<file path="src/rtl/seq_stream_ctrl_if.sv">
// rtl/seq_stream_ctrl_if.sv - word stream, control and detection signals of seq_stream_ctrl
`timescale 1ns/1ps

interface seq_stream_ctrl_if #(
   parameter int WIDTH = 8,
   parameter int CNT_W = 8
);
   logic             in_valid;
   logic [WIDTH-1:0] in_data;
   logic             in_ready;
   logic             flush;
   logic             clear;
   logic             bit_out;
   logic             bit_valid;
   logic             match_pulse;
   logic [CNT_W-1:0] match_count;
   logic             word_done;
   logic             busy;

   modport master (
      output in_valid, in_data, flush, clear,
      input  in_ready, bit_out, bit_valid, match_pulse, match_count, word_done, busy
   );

   modport slave (
      input  in_valid, in_data, flush, clear,
      output in_ready, bit_out, bit_valid, match_pulse, match_count, word_done, busy
   );
endinterface

</file>
<file path="src/rtl/seq_stream_ctrl.sv">
// rtl/seq_stream_ctrl.sv - serializes words MSB-first into an overlapping "1011" Moore detector
`timescale 1ns/1ps

module seq_stream_ctrl #(
   parameter int WIDTH = 8,
   parameter int CNT_W = 8
) (
   input  logic         clock,
   input  logic         reset,
   seq_stream_ctrl_if.slave s
);
   localparam int IDX_W = (WIDTH > 1) ? $clog2(WIDTH) : 1;
   localparam logic [IDX_W-1:0] LAST_IDX = IDX_W'(WIDTH - 1);
   localparam logic [CNT_W-1:0] CNT_MAX  = '1;

   typedef enum logic [1:0] {
      S_IDLE  = 2'd0,
      S_SHIFT = 2'd1,
      S_DONE  = 2'd2
   } ctrl_state_t;

   typedef enum logic [2:0] {
      D_ZERO          = 3'd0,
      D_ONE           = 3'd1,
      D_ONEZERO       = 3'd2,
      D_ONEZEROONE    = 3'd3,
      D_ONEZEROONEONE = 3'd4
   } det_state_t;

   ctrl_state_t      state;
   det_state_t       det_state;
   det_state_t       det_next;
   logic [WIDTH-1:0] shreg;
   logic [IDX_W-1:0] bit_idx;
   logic             in_ready_r;
   logic             bit_valid_r;
   logic             match_pulse_r;
   logic             word_done_r;
   logic             busy_r;
   logic [CNT_W-1:0] count_r;
   logic             hit;

   // Serial bit is always the MSB of the shift register; it drains to zero after a word.
   assign s.bit_out     = shreg[WIDTH-1];
   assign s.in_ready    = in_ready_r;
   assign s.bit_valid   = bit_valid_r;
   assign s.match_pulse = match_pulse_r;
   assign s.match_count = count_r;
   assign s.word_done   = word_done_r;
   assign s.busy        = busy_r;

   always_comb begin
      det_next = D_ZERO;
      case (det_state)
         D_ZERO:          det_next = shreg[WIDTH-1] ? D_ONE           : D_ZERO;
         D_ONE:           det_next = shreg[WIDTH-1] ? D_ONE           : D_ONEZERO;
         D_ONEZERO:       det_next = shreg[WIDTH-1] ? D_ONEZEROONE    : D_ZERO;
         D_ONEZEROONE:    det_next = shreg[WIDTH-1] ? D_ONEZEROONEONE : D_ONEZERO;
         D_ONEZEROONEONE: det_next = shreg[WIDTH-1] ? D_ONE           : D_ONEZERO;
         default:         det_next = D_ZERO;
      endcase
   end

   // A detection is an entry into the final state on a consumed bit, never a dwell.
   assign hit = bit_valid_r && (det_next == D_ONEZEROONEONE);

   always_ff @(posedge clock) begin
      if (!reset) begin
         state         <= S_IDLE;
         det_state     <= D_ZERO;
         shreg         <= '0;
         bit_idx       <= '0;
         in_ready_r    <= 1'b1;
         bit_valid_r   <= 1'b0;
         match_pulse_r <= 1'b0;
         word_done_r   <= 1'b0;
         busy_r        <= 1'b0;
         count_r       <= '0;
      end else begin
         match_pulse_r <= hit;

         if (bit_valid_r) begin
            det_state <= det_next;
         end else if (state == S_IDLE && s.flush) begin
            det_state <= D_ZERO;
         end

         if (s.clear) begin
            count_r <= '0;
         end else if (hit && count_r != CNT_MAX) begin
            count_r <= count_r + CNT_W'(1);
         end

         case (state)
            S_IDLE: begin
               if (s.in_valid) begin
                  shreg       <= s.in_data;
                  bit_idx     <= '0;
                  bit_valid_r <= 1'b1;
                  in_ready_r  <= 1'b0;
                  busy_r      <= 1'b1;
                  state       <= S_SHIFT;
               end
            end
            S_SHIFT: begin
               shreg   <= {shreg[WIDTH-2:0], 1'b0};
               bit_idx <= bit_idx + IDX_W'(1);
               if (bit_idx == LAST_IDX) begin
                  bit_valid_r <= 1'b0;
                  word_done_r <= 1'b1;
                  state       <= S_DONE;
               end
            end
            S_DONE: begin
               word_done_r <= 1'b0;
               busy_r      <= 1'b0;
               in_ready_r  <= 1'b1;
               state       <= S_IDLE;
            end
            default: begin
               bit_valid_r <= 1'b0;
               word_done_r <= 1'b0;
               busy_r      <= 1'b0;
               in_ready_r  <= 1'b1;
               state       <= S_IDLE;
            end
         endcase
      end
   end
endmodule

</file>
<file path="src/flat_wrapper.sv">
// flat-port wrapper written by rule: the top's interface ports become plain ports
module seq_stream_ctrl_flat 
#(
   parameter int WIDTH = 8,
   parameter int CNT_W = 8
)
  (clock, reset, s_in_valid, s_in_data, s_flush, s_clear, s_in_ready, s_bit_out, s_bit_valid, s_match_pulse, s_match_count, s_word_done, s_busy);
  seq_stream_ctrl_if #(.WIDTH(WIDTH), .CNT_W(CNT_W)) s_i ();
  input  logic clock;
  input  logic reset;
  input wire logic [$bits(s_i.in_valid)-1:0] s_in_valid;
  input wire logic [$bits(s_i.in_data)-1:0] s_in_data;
  input wire logic [$bits(s_i.flush)-1:0] s_flush;
  input wire logic [$bits(s_i.clear)-1:0] s_clear;
  output wire logic [$bits(s_i.in_ready)-1:0] s_in_ready;
  output wire logic [$bits(s_i.bit_out)-1:0] s_bit_out;
  output wire logic [$bits(s_i.bit_valid)-1:0] s_bit_valid;
  output wire logic [$bits(s_i.match_pulse)-1:0] s_match_pulse;
  output wire logic [$bits(s_i.match_count)-1:0] s_match_count;
  output wire logic [$bits(s_i.word_done)-1:0] s_word_done;
  output wire logic [$bits(s_i.busy)-1:0] s_busy;
  assign s_i.in_valid = s_in_valid;
  assign s_i.in_data = s_in_data;
  assign s_i.flush = s_flush;
  assign s_i.clear = s_clear;
  assign s_in_ready = s_i.in_ready;
  assign s_bit_out = s_i.bit_out;
  assign s_bit_valid = s_i.bit_valid;
  assign s_match_pulse = s_i.match_pulse;
  assign s_match_count = s_i.match_count;
  assign s_word_done = s_i.word_done;
  assign s_busy = s_i.busy;
  seq_stream_ctrl #(.WIDTH(WIDTH), .CNT_W(CNT_W)) u_core (.clock(clock), .reset(reset), .s(s_i));
endmodule
</file>
<file path="config.mk">
export PLATFORM = sky130hd
export DESIGN_NAME = seq_stream_ctrl_flat
export DESIGN_NICKNAME = d
export VERILOG_FILES = /design/src/rtl/seq_stream_ctrl_if.sv /design/src/rtl/seq_stream_ctrl.sv /design/src/flat_wrapper.sv
export SDC_FILE = /design/constraint.sdc
export NUM_CORES = 1
export LEC_CHECK = 0
export CAP_MARGIN = 20
export CORE_MARGIN = 5
export CORE_UTILIZATION = 45
export DETAILED_ROUTE_END_ITERATION = 16
export GPL_ROUTABILITY_DRIVEN = 0
export PLACE_DENSITY = 0.71
export SYNTH_ARGS = -nofsm -noshare
export SYNTH_HDL_FRONTEND = slang
export SYNTH_SLANG_ARGS = --single-unit
</file>
<file path="constraint.sdc">
create_clock -name clock -period 2.05 [get_ports clock]
set_input_delay 0.3075 -clock clock [delete_from_list [all_inputs] [get_ports clock]]
set_output_delay 0.3075 -clock clock [all_outputs]
set_load 0.01 [all_outputs]
</file>
## After elaboration in Yosys (flattened, before gate mapping)

Index checks and enable logic that the tools add are counted.

| operators by class | value |
|---|---|
| add/subtract/negate cells | 2 |
| eq/ne operators | 11 |
| mux-type cells | 22 |
| bitwise operators | 4 |
| reduce and logical (&&, ||, !) cells | 14 |

Operators with widths:

| cell | count |
|---|---|
| $pmux 8 s2 | 1 |
| $mux 3 | 4 |
| $pmux 3 s4 | 1 |
| $eq 3x3->1 const B | 3 |
| $add 8x1->8 const B | 1 |
| $mux 2 | 4 |
| $mux 8 | 1 |
| $ne 8x8->1 const B | 1 |
| $reduce_and 2->1 | 4 |
| $eq 3x2->1 const B | 2 |
| $pmux 1 s2 | 3 |
| $pmux 3 s2 | 1 |
| $mux 1 | 5 |
| $not 1->1 | 4 |
| $pmux 2 s2 | 1 |
| $reduce_bool 2->1 | 2 |
| $reduce_or 2->1 | 2 |
| $add 3x1->3 const B | 1 |
| $eq 3x1->1 const B | 1 |
| $logic_and 1x1->1 | 3 |
| $logic_not 3->1 | 1 |
| $pmux 1 s3 | 1 |
| $reduce_and 3->1 | 1 |
| $eq 2x1->1 const B | 1 |
| 4 further kinds | 4 |

| word-level totals | value |
|---|---|
| register bits after elaboration | 29 |

## Logic depth before layout (Yosys ltp)

Gate-level depths: netlist of run 1.

| logic depth | value |
|---|---|
| word-level depth | 6 |
| mapped depth | 6 |
| depth with buffers taken out | 6 |

## Worst setup path before layout of run 1

OpenSTA, ideal clock, no wires.

| timing path | value |
|---|---|
| path kind | register to register |
| start | register u_core.count_r[0], in the netlist u_core.s.match_count[0] |
| end | register u_core.count_r[7], in the netlist u_core.s.match_count[7] |
| data arrival time | 1.541 ns |
| required time | 1.929 ns |
| slack | 0.388 ns |
| stages on the path, launching flop included | 5 |
| clock period less this slack | 1.662 ns |
| cell sequence | dfxtp_1 > ha_1 > a2111o_1 > nor4_1 > mux2_2 |

| on the way | value |
|---|---|
| cells in the longest elaborated chain, start to end | 2 |

Ends and longest elaborated chain:

| what | RTL line | text |
|---|---|---|
| from (decl) | seq_stream_ctrl.sv:40 | `logic [CNT_W-1:0] count_r;` |
| from (signal assigned) | seq_stream_ctrl.sv:91 | `count_r <= count_r + CNT_W'(1);` |
| branches (longest 2 deep; another with $add 8x1->8) | -- |  |

Parallel ways; which one is timed is not known.
A chain may end at the register's enable or synchronous reset.

## Worst setup path after layout of run 1

Same ends and word-level chain as after synthesis.

==> results of run 1 <==
[area by class of cell]
type / count / area (µm²)
Fill cell: 259 / 1140
Multi-Input combinational cell: 120 / 699
Sequential cell: 29 / 581
Timing Repair Buffer: 27 / 268
Clock buffer: 7 / 55.1
Tap cell: 31 / 38.8
Inverter: 6 / 22.5
[worst max path at each step]
stage / slack (ps) / to / cells after the start / startpoint
after floorplan: 390 / u_core.s.match_count[7] / 4 / u_core.s.match_count[0]
after global placement: 290 / u_core.s.match_count[7] / 4 / u_core.s.match_count[0]
after detailed placement: 270 / u_core.s.match_count[7] / 4 / u_core.s.match_count[0]
after CTS: 240 / u_core.s.match_count[7] / 4 / u_core.s.match_count[0]
after global routing: 140 / u_core.s.match_count[1] / 5 / u_core.s.match_count[0]
final: 260 / u_core.s.match_count[7] / 4 / u_core.s.match_count[0]
[cells by family (layout without fill, tap and decap cells)]
kind of cell / count (synthesis) / after routing / share of synthesized area
AO/OA/AOI/OAI: 50 / 50 / 0.229
XOR/XNOR: 2 / 2 / 0.0131
adder cells (fa/ha/maj): 3 / 3 / 0.0281
buffers and inverters: 15 / 40 / 0.0430
flip-flops: 29 / 29 / 0.434
multiplexers: 2 / 2 / 0.0159
AND/OR/NAND/NOR: 63 / 63 / 0.237
[sequential cells by signal (all words and copies together), names as in the netlist]
name / flops
u_core.shreg: 8
u_core.bit_idx: 3
u_core.s.in_ready: 1
u_core.s.bit_valid: 1
u_core.s.busy: 1
u_core.det_state: 3
u_core.state: 2
u_core.s.match_pulse: 1
u_core.s.word_done: 1
u_core.s.match_count: 8
[power groups by stage]
stage          Combinational [mW]  Sequential [mW]  Clock, mW
6_report                    0.120            0.615      0.347
5_1_grt                     0.136            0.620      0.386
4_1_cts                     0.121            0.615      0.359
3_5_place_dp                0.120            0.628          0
3_3_place_gp                0.117            0.627          0
2_1_floorplan              0.0735            0.619          0
[worst register-to-register path, delay by kind of cell (launching register included)]
kind | cells | cell delay (ps)
compound gates | 1 | 410
flops | 1 | 370
mux | 1 | 370
simple gates | 1 | 240
fa+ha+maj | 1 | 280
[metal layers]
layer,global-route usage,routed length (µm),vias up
li1,-,-,631
met1,0.204,1380,580
met2,0.235,1440,34
met3,0.0466,168,0
met4,0.0923,0,0
met5,0,0,-
[through the flow]
step	instance area [µm²]	hold WS, ps	total power [mW]	worst slack (ps)
floorplan	1340	470	0.692	388
global placement	1610	437	0.744	290
detailed placement	1610	449	0.748	268
CTS	1660	474	1.09	243
global route	1660	490	1.14	139
finish	1660	470	1.08	264
[Yosys cell counts, types with 2 or more instances]
cell / n
dfxtp_1: 29
nand2_1: 19
nor2_1: 19
o21ai_0: 17
a21oi_1: 16
clkbuf_1: 7
inv_1: 6
nor2b_1: 6
and2_1: 3
ha_1: 3
nand4_1: 3
a211oi_1: 2
a21boi_0: 2
a22oi_1: 2
and3_1: 2
nand2b_1: 2
nand3b_1: 2
nor4_1: 2
o221ai_1: 2
xnor2_1: 2
==> flow_summary.ini, run 1 <==
[route]
first_iter_violations = 82
post-route-drc-count = 0
wl_per_cell_um = 13.6
final_antenna_net_count = 0
drt-total-wl_um = 2980
dr.pass1.iters = 4
viasPerCell = 5.66
via_count = 1245

[sta]
hold_violations = 0
slew_headroom = 0.636
period_needed_ps = 1790
skew_ps = 12.3
rsz0062_at_grt = false
drv_slew = 0
tightest_slew_ps = 543
period_share = 0.871
fmax_ghz = 0.560
fin_tns_setup_ps = 0
setup_viol = 0

[pwr]
ir_drop_uv = 452
power_density_nw_per_um2 = 650
leakagePower_nw = 0.608
swShare = 0.247
clockPowerShare = 0.321
p_sw_mw = 0.267
internal_power_mw = 0.814
seq_power_share = 0.569
comb_power_share = 0.111

[setup_path]
reg2reg_from = u_core.s.match_count[0]
crit_buf_inv = 0
cp-start-kind = register
critPathMaxFanout = 6
endpoint_kind = register
rr_endpoint = u_core.s.match_count[7]
slowest_stage = a2111o_1
required_ps = 2250
crit_chain = ha_1 > a2111o_1 > nor4_1 > mux2_2
path_class = register to register
r2r_setup_slack_ps = 260
reg2reg_depth = 4
max_stage_delay_ps = 410
crit_arrival_ps = 1990
crit_family = compound AO/OA/AOI/OAI gates

[cells_and_area]
area_delta_synth_final_pct = 24.4
fin_cells = 220
final_cell_mix = dfxtp_1 (29), clkdlybuf4s50_1 (26), nor2_1 (19), nand2_1 (19), o21ai_0 (17)
mostFrequentLayoutCell = dfxtp_1
nets = 205
final_util = 0.593
layout-drive-gt1-share = 0.0635
n_antenna_cell = 0

[synth]
synth_edf_count = 0
ys_warn_count = 0
synth_top_cell_by_area = dfxtp_1
synth_area_um2 = 1340
yosys-top-cells-area = dfxtp_1 (43%), o21ai_0 (6.4%), a21oi_1 (6.0%)
syn-num-nets = 180
seq_area_frac_synth = 0.434
avgSynthCellArea_um2 = 8.16
netlist.area_leader.share = 0.434
yosys_most_used_dff = dfxtp_1
ys_types = 38
netlist_instances = 164
ys_ff_latch = 29
async_flop_share = 0

[floorplan]
rows = 19
die-area_um2 = 4160
pin_count = 27
die_w_um = 64.5
dieHeight_um = 64.5
initial_core_util = 0.477
core_area_um2 = 2810

[run_status]
status = completed

[grt]
grtUsageTotal = 0.158
overflow = 0
grt_pass1_vias = 1144
grt_max_degree = 19
grt_pass1_wl_um = 5160
antenna_found_initial = 0

[clock_tree]
htreeDepth = 2
post_cts_resized = 0
clkSinkCount = 29
cts_buffer_depth = 2
root_buffer = clkbuf_4
postCtsSetupBuffers = 0
numCtsBuffers = 5
clk_pin_slew_ps = 90
hold_buffers = 0
insertion_delay_ps = 320
cts_tree = built

[place]
placedCellCount = 213
io_buffer_count = 26
dpl.hpwl_um = 2160

[min_path]
hold_end = u_core.s.in_ready
hold-path-cell-count = 1
hp-class = register to register
hp-start = u_core.s.in_ready

[job]
drv_cap = 0
No activity file was read; power rests on OpenSTA's default activity.
==> inputs of run 2 (changes only) <==
--- a/config.mk
+++ b/config.mk
@@ -11,6 +11,7 @@
 export DETAILED_ROUTE_END_ITERATION = 16
 export GPL_ROUTABILITY_DRIVEN = 0
 export PLACE_DENSITY = 0.71
+export SKIP_LAST_GASP = 1
 export SYNTH_ARGS = -nofsm -noshare
 export SYNTH_HDL_FRONTEND = slang
 export SYNTH_SLANG_ARGS = --single-unit
==> results of run 2 <==
Final layout, timing and power as in run 1 (identical DEF).
==> inputs of run 3 (changes only) <==
--- a/config.mk
+++ b/config.mk
@@ -6,7 +6,6 @@
 export NUM_CORES = 1
 export LEC_CHECK = 0
 export CAP_MARGIN = 20
-export CORE_MARGIN = 5
 export CORE_UTILIZATION = 45
 export DETAILED_ROUTE_END_ITERATION = 16
 export GPL_ROUTABILITY_DRIVEN = 0
==> run 3 against run 2 <==
  * Sequential power about the same
  * Total power up 4.4%
  * Count of clock-buffer cells in the layout unchanged
  * Critical endpoint unchanged
  * Largest power group unchanged
==> flow_summary.ini, run 3 (synthesized netlist as in run 1, its figures left out) <==
[run_status]
status = completed

[setup_path]
crit_family = compound AO/OA/AOI/OAI gates
required_ps = 2260
crit_chain = ha_1 > a2111o_1 > nor4_1 > mux2_2
cp-start-kind = register
crit_buf_inv = 0
endpoint_kind = register
critPathMaxFanout = 6
max_stage_delay_ps = 410
slowest_stage = a2111o_1
crit_arrival_ps = 2020
path_class = register to register

[sta]
period_share = 0.879
fmax_ghz = 0.555
period_needed_ps = 1800
rsz0062_at_grt = false
skew_ps = 9.52
setup_viol = 0
tightest_slew_ps = 484
hold_violations = 0
slew_headroom = 0.675
fin_tns_setup_ps = 0
drv_slew = 0

[cells_and_area]
mostFrequentLayoutCell = dfxtp_1
nets = 206
fill_cells = 251
layout-drive-gt1-share = 0.0785
n_antenna_cell = 0
fin_cells = 222
multi_input_comb_area_um2 = 699
regArea_um2 = 581
area_delta_synth_final_pct = 26.1
final_util = 0.606
final_cell_mix = dfxtp_1 (29), clkdlybuf4s50_1 (26), nor2_1 (19), nand2_1 (19), o21ai_0 (17)

[clock_tree]
post_cts_resized = 0
root_buffer = clkbuf_4
htreeDepth = 2
clkSinkCount = 29
cts_buffer_depth = 2
insertion_delay_ps = 330
postCtsSetupBuffers = 0
hold_buffers = 0
numCtsBuffers = 5
cts_tree = built
clk_pin_slew_ps = 90

[floorplan]
core_area_um2 = 2780
initial_core_util = 0.481
die-area_um2 = 3190
die_w_um = 56.5
dieHeight_um = 56.5
rows = 19
pin_count = 27

[route]
viasPerCell = 5.60
drt-total-wl_um = 2840
via_count = 1244
final_antenna_net_count = 0
wl_per_cell_um = 12.8
dr.pass1.iters = 4
post-route-drc-count = 0
first_iter_violations = 57

[grt]
antenna_found_initial = 0
grtUsageTotal = 0.199
overflow = 0
grt_pass1_vias = 1129
grt_max_degree = 19
grt_pass1_wl_um = 4950

[pwr]
power_density_nw_per_um2 = 670
leakagePower_nw = 0.623
ir_drop_uv = 600
p_total_mw = 1.13

[place]
dpl.hpwl_um = 2070
placedCellCount = 214
io_buffer_count = 26

[job]
drv_cap = 0

[min_path]
hp-class = register to register
==> run 3: cell count changes in the layout (fill, tap and decap cells not counted), sizes merged <==
cell	delta
buf	+1
clkinv	+1
==> run 3: report_power, final <==
group	total, mW	internal, mW	switching, mW
combinational	0.125	0.0664	0.0584
sequential	0.613	0.589	0.0240
clock	0.392	0.198	0.194
total	1.13	0.854	0.276
==> run 3: worst paths after layout <==
path,depth (start not counted),startpoint,end,slack [ps]
worst max-delay path,4,u_core.s.match_count[0],u_core.s.match_count[7],250
worst min-delay path,2,u_core.s.busy,u_core.s.busy,460
worst max register to register,4,u_core.s.match_count[0],u_core.s.match_count[7],250
worst min register to register,2,u_core.s.busy,u_core.s.busy,460
==> run 3: per-stage QoR <==
stage | hold slack [ps] | instance area (µm²) | setup WS (ps)
3_5_place_dp | 447 | 1620 | 254
6_report | 462 | 1690 | 249
4_1_cts | 463 | 1690 | 237
5_1_grt | 484 | 1690 | 161
3_3_place_gp | 436 | 1620 | 270
2_1_floorplan | 470 | 1340 | 388
==> run 3: worst reg2reg max path: stages, from the launching register on <==
cell      delay (ps)
dfxtp_1          370
ha_1             280
a2111o_1         410
nor4_1           260
mux2_2           370
==> run 3: cell type report <==
cell class,instances,share of cell area
Inverter,6,0.0134
Clock inverter,1,0.00297
Multi-Input combinational cell,120,0.415
Tap cell,31,0.0230
Clock buffer,7,0.0386
Sequential cell,29,0.344
Timing Repair Buffer,28,0.163
==> run 3: routing by layer <==
metal | wire length [µm] | up-vias | GRT usage | share of wire
met4 | 47 | 0 | 0.0662 | 0.017
li1 | - | 628 | - | -
met2 | 1280 | 32 | 0.314 | 0.45
met5 | 0 | - | 0 | 0
met1 | 1380 | 578 | 0.250 | 0.48
met3 | 140 | 6 | 0.0737 | 0.049
